`config.mk`:
```
export PLATFORM = sky130hd
export DESIGN_NAME = timer_counter_flat
export DESIGN_NICKNAME = d
export VERILOG_FILES = /design/src/rtl/timer_counter_pkg.sv /design/src/rtl/timer_counter_if.sv /design/src/rtl/timer_counter.sv /design/src/flat_wrapper.sv
export SDC_FILE = /design/constraint.sdc
export NUM_CORES = 1
export LEC_CHECK = 0
export CAP_MARGIN = 15
export CORE_MARGIN = 2
export CORE_UTILIZATION = 40
export DETAILED_ROUTE_END_ITERATION = 8
export PLACE_DENSITY = 0.68
export SLEW_MARGIN = 20
export SYNTH_ARGS = -nofsm -noshare
export SYNTH_HDL_FRONTEND = slang
export SYNTH_SLANG_ARGS = --single-unit
export TNS_END_PERCENT = 50
```
`constraint.sdc`:
```
create_clock -name i_clk -period 3.37 [get_ports i_clk]
set_input_delay 0.5055 -clock i_clk [delete_from_list [all_inputs] [get_ports i_clk]]
set_output_delay 0.5055 -clock i_clk [all_outputs]
set_load 0.01 [all_outputs]
```
`src/rtl/timer_counter_pkg.sv`:
```
// Shared definitions for the memory-mapped countdown timer.
// Holds the word offsets, CTRL bit layout, mode codes and FSM state encoding.
package timer_counter_pkg;

  localparam logic [1:0] TC_CTRL   = 2'd0;
  localparam logic [1:0] TC_PRESET = 2'd1;
  localparam logic [1:0] TC_COUNT  = 2'd2;

  localparam logic [1:0] MODE_RELOAD = 2'b01;

  localparam int CTRL_EN      = 0;
  localparam int CTRL_MODE_LO = 1;
  localparam int CTRL_MODE_HI = 2;
  localparam int CTRL_IM      = 3;
  localparam int CTRL_W       = 4;

  typedef enum logic [1:0] {
    ST_IDLE = 2'd0,
    ST_LOAD = 2'd1,
    ST_CNT  = 2'd2,
    ST_INT  = 2'd3
  } state_t;

  // CTRL occupies the low nibble; the upper bits always read as zero.
  function automatic logic [31:0] ctrl_word(input logic [CTRL_W-1:0] ctrl);
    return {28'd0, ctrl};
  endfunction

endpackage

```
`src/rtl/timer_counter_if.sv`:
```
// Responder-side data bus of the timer: word select, write strobe/data,
// read data and the interrupt request toward the CPU.
interface timer_counter_if;
  logic [1:0]  addr;
  logic        we;
  logic [31:0] wdata;
  logic [31:0] rdata;
  logic        irq;

  modport master (output addr, output we, output wdata, input rdata, input irq);
  modport slave  (input addr, input we, input wdata, output rdata, output irq);
endinterface

```
`src/rtl/timer_counter.sv`:
```
// Memory-mapped countdown timer with one-shot and auto-reload modes.
// Register file and FSM share a single write decode and a single state process.
module timer_counter
  import timer_counter_pkg::*;
#(
  parameter logic [31:0] RESET_PRESET = 32'h0
) (
  input  logic            i_clk,
  input  logic            i_reset,
  timer_counter_if.slave  bus
);

  logic [CTRL_W-1:0] r_ctrl;
  logic [31:0]       r_preset;
  logic [31:0]       r_count;
  state_t            r_state;
  logic              r_irq_flag;
  logic              r_irq;

  logic w_wr_ctrl;
  logic w_wr_preset;
  logic w_en;
  logic w_reload;

  assign w_wr_ctrl   = bus.we && (bus.addr == TC_CTRL);
  assign w_wr_preset = bus.we && (bus.addr == TC_PRESET);
  assign w_en        = r_ctrl[CTRL_EN];
  // Reserved modes 1x fall back to one-shot behaviour.
  assign w_reload    = (r_ctrl[CTRL_MODE_HI:CTRL_MODE_LO] == MODE_RELOAD);

  // Later assignments win: FSM updates override the bus-write flag clear,
  // and a same-edge CTRL write overrides the one-shot EN clear.
  always_ff @(posedge i_clk or posedge i_reset) begin
    if (i_reset) begin
      r_ctrl     <= {CTRL_W{1'b0}};
      r_preset   <= RESET_PRESET;
      r_count    <= 32'd0;
      r_state    <= ST_IDLE;
      r_irq_flag <= 1'b0;
      r_irq      <= 1'b0;
    end else begin
      r_irq <= r_ctrl[CTRL_IM] & r_irq_flag;

      if (w_wr_ctrl) begin
        r_ctrl <= bus.wdata[CTRL_W-1:0];
      end
      if (w_wr_preset) begin
        r_preset <= bus.wdata;
      end
      if (w_wr_ctrl || w_wr_preset) begin
        r_irq_flag <= 1'b0;
      end

      case (r_state)
        ST_IDLE: begin
          if (w_en) begin
            r_state <= ST_LOAD;
          end
        end
        ST_LOAD: begin
          r_count <= r_preset;
          r_state <= ST_CNT;
        end
        ST_CNT: begin
          if (!w_en) begin
            r_state <= ST_IDLE;
          end else if (r_count > 32'd1) begin
            r_count <= r_count - 32'd1;
          end else begin
            r_count    <= 32'd0;
            r_irq_flag <= 1'b1;
            r_state    <= ST_INT;
          end
        end
        ST_INT: begin
          if (w_reload) begin
            r_irq_flag <= 1'b0;
          end else if (!w_wr_ctrl) begin
            r_ctrl[CTRL_EN] <= 1'b0;
          end
          r_state <= ST_IDLE;
        end
        default: begin
          r_state <= ST_IDLE;
        end
      endcase
    end
  end

  // Read mux follows the word select combinationally.
  always_comb begin
    bus.rdata = 32'd0;
    case (bus.addr)
      TC_CTRL:   bus.rdata = ctrl_word(r_ctrl);
      TC_PRESET: bus.rdata = r_preset;
      TC_COUNT:  bus.rdata = r_count;
      default:   bus.rdata = 32'd0;
    endcase
  end

  assign bus.irq = r_irq;

endmodule
```
`src/flat_wrapper.sv`:
```
// flat-port wrapper written by rule: the top's interface ports become plain ports
module timer_counter_flat import timer_counter_pkg::*;
#(
  parameter logic [31:0] RESET_PRESET = 32'h0
)
  (i_clk, i_reset, bus_addr, bus_we, bus_wdata, bus_rdata, bus_irq);
  timer_counter_if bus_i ();
  input  logic i_clk;
  input  logic i_reset;
  input wire logic [$bits(bus_i.addr)-1:0] bus_addr;
  input wire logic [$bits(bus_i.we)-1:0] bus_we;
  input wire logic [$bits(bus_i.wdata)-1:0] bus_wdata;
  output wire logic [$bits(bus_i.rdata)-1:0] bus_rdata;
  output wire logic [$bits(bus_i.irq)-1:0] bus_irq;
  assign bus_i.addr = bus_addr;
  assign bus_i.we = bus_we;
  assign bus_i.wdata = bus_wdata;
  assign bus_rdata = bus_i.rdata;
  assign bus_irq = bus_i.irq;
  timer_counter #(.RESET_PRESET(RESET_PRESET)) u_core (.i_clk(i_clk), .i_reset(i_reset), .bus(bus_i));
endmodule
```
==> impl_metrics.csv <==
group,metric,value,unit
clock_tree,clock_latency,0.35,ns
synthesis,ys_seq_elements,72,
synthesis,synth_edf_count,0,
power,total_power,3523,µW
synthesis,synthCells,392,
synthesis,synth_top_cell_by_area,"dfrtp_1",
synthesis,synth_area_leaders,"dfrtp_1 (45%), mux2_2 (9.8%), a22o_1 (5.9%)",
synthesis,synth_nets,431,
synthesis,syn-cell-area,4036,µm²
timing,worst_slack,0.3861,ns
detailed_routing,vias_per_cell,5.870,
clock_tree,hold_buffers,0,
power,p_leak,0.002005,µW
synthesis,async_flop_share,100.0,%
placement,detailed_place_hpwl,7.509,mm
timing,slew_viol_final,0,
floorplan,rows,36,
clock_tree,cts_tree,"built",
layout,diodes,0,
detailed_routing,drcViolationCount,0,
floorplan,dieWidth,104.5,µm
clock_tree,clock-sinks,72,
timing,relSlewSlack,46.84,%
placement,pre_cts_slack,0.3865,ns
placement,numPortBuffers,69,
timing,finClkSkew,0.008824,ns
run,max-cap-violations,0,
layout,fin_area,5082,µm²
layout,nFillCells,907,
floorplan,initial_core_util,41.30,%
detailed_routing,wire_per_inst,18.21,µm
grt,grt_start_max_net_pins,41,
detailed_routing,first_pass_iters,4,
grt,track_usage,20.80,%
synthesis,ys_warn_count,0,
clock_tree,cts_buffers,9,
clock_tree,htree_levels,3,
placement,place.gp.congestion,0.9046,
floorplan,dieArea,10910,µm²
synthesis,syn_avg_cell_area,10.30,µm²
grt,grt_pass1_vias,3557,
setup_path,crit_arrival,2.48,ns
synthesis,synth_top_area_share,44.64,%
synthesis,synth_cell_types,58,
clock_tree,clkSlewWorstSetupHoldPaths,0.07,ns
layout,drive_gt1_share,19.49,%
power,power_density,693.1,nW/µm²
synthesis,synth_ff_type,"dfrtp_1",
clock_tree,cts_resized,0,
timing,period_share,88.54,%
grt,grt_pass1_wl,18.31,mm
layout,finalNonFillerCells,600,
detailed_routing,vias,3522,
detailed_routing,ant_nets,0,
timing,min_period,2.984,ns
timing,fmax,335.1,MHz
worst_hold_path,hold_class,"reg -> reg",
setup_path,crit_path_start_kind,"input pin",
timing,rsz0062_at_grt,"false",
timing,setup_viol,0,
setup_path,critPathKind,"in -> out",
placement,placed_cell_area,4917,µm²
synthesis,synth.most_common_cell,"dfrtp_1",
timing,hold_violations,0,
floorplan,core,9774,µm²
grt,antenna_found_initial,0,
clock_tree,postCtsSetupBuffers,0,
setup_path,cp_max_fo,28,
layout,syn_to_final_growth,25.91,%
grt,overflow,0,
outcome,status,"completed",
setup_path,endpoint_kind,"output port",
detailed_routing,wirelength,10.93,mm
clock_tree,cts_root_buf,"clkbuf_8",
layout,nets,501,
synthesis,yosysSeqAreaShare,44.64,%
floorplan,ios,70,
floorplan,fp.dieH,104.5,µm
clock_tree,clk_path_buf_depth,2,
timing,tightest_slew,0.7955,ns
placement,placed_cells,584,
timing,setup_tns,0,ns
setup_path,required,2.86,ns
power,irDropWorstVdd,283.6,µV
detailed_routing,dr.first_iter.drc_count,256,
synthesis,ys_top_cells_by_count,"dfrtp_1 (72), mux2_2 (35), a22o_1 (27), nand3_1 (25), nand2_1 (24)",
## layer usage
metal | vias up | GRT usage (%) | part of all wire, %
met1 | 1741 | 28.09 | 45
met4 | 0 | 6.371 | 1.3
met5 | - | 0 | 0
li1 | 1656 | - | -
met3 | 13 | 3.321 | 5.8
met2 | 112 | 34.31 | 48
## cells by family (layout without fill, tap and decap cells)
family,count (synthesis),count (layout),share of synthesized area (%)
adder cells (fa/ha/maj),2,2,0.6199
AO/OA/AOI/OAI,109,109,21.11
multiplexers,39,39,10.76
AND/OR/NAND/NOR,137,137,19.22
buffers and inverters,33,108,3.658
flip-flops,72,72,44.64
## placed cells by master (no fill, tap or decap), types with 9 or more instances in the layout
cell	synthesis	final
dfrtp_1	72	72
clkdlybuf4s50_1	0	69
mux2_2	35	35
a22o_1	27	27
nand3_1	25	25
nand2_1	24	24
a21oi_1	18	18
buf_4	0	17
or3_1	14	14
and3_1	14	14
o311ai_0	13	13
o21ai_0	13	13
nor2_1	11	11
clkbuf_8	0	10
or4_1	9	9
## state kept, by name, indices dropped and copies added (netlist names)
name / count
u_core.r_state: 2
u_core.r_count: 32
u_core.r_ctrl: 4
u_core.bus.irq: 1
u_core.r_irq_flag: 1
u_core.r_preset: 32
## cell type report
class / instances / area (µm²) / share of cell area [%]
inverters: 5 / 18.77 / 0.3693
repair buffers: 87 / 838.3 / 16.49
multi-input cells: 287 / 2092 / 41.16
clock inverters: 4 / 20.02 / 0.3939
flip-flops and latches: 72 / 1802 / 35.45
clock buffers: 12 / 145.1 / 2.856
well taps: 133 / 166.4 / 3.274
## through the flow
stage	hold WS, ns	util (%)
after floorplan	0.4589	-
after global placement	0.4931	50.31
after detailed placement	0.4999	50.31
after CTS	0.5207	52.00
after global routing	0.5450	52.00
final	0.5125	52.00
## power breakdown
part           leakage, µW  switching [µW]  internal, µW
sequential        0.000870             369          1150
combinational      0.00105             684           715
clock            0.0000899             320           283
total              0.00201            1370          2150
## final timing paths
check | cells after the start | slack [ns] | start | to
worst max-delay path | 5 | 0.39 | bus_addr[1] | bus_rdata[4]
max in group asynchronous | 3 | 2.07 | i_reset | u_core.r_preset[28]
worst max register to register | 6 | 0.63 | u_core.r_count[27] | u_core.r_count[20]
worst min register to register | 2 | 0.51 | u_core.r_preset[11] | u_core.r_count[11]
worst min-delay path | 2 | 0.51 | u_core.r_preset[11] | u_core.r_count[11]
min in group asynchronous | 2 | 0.62 | i_reset | u_core.r_preset[23]
## critical path: stages
cell             delay, ns
clkdlybuf4s50_1       0.68
nor2b_2               0.20
buf_4                 0.33
a22o_1                0.20
clkdlybuf4s50_1       0.55
No activity file was read; power rests on OpenSTA's default activity.
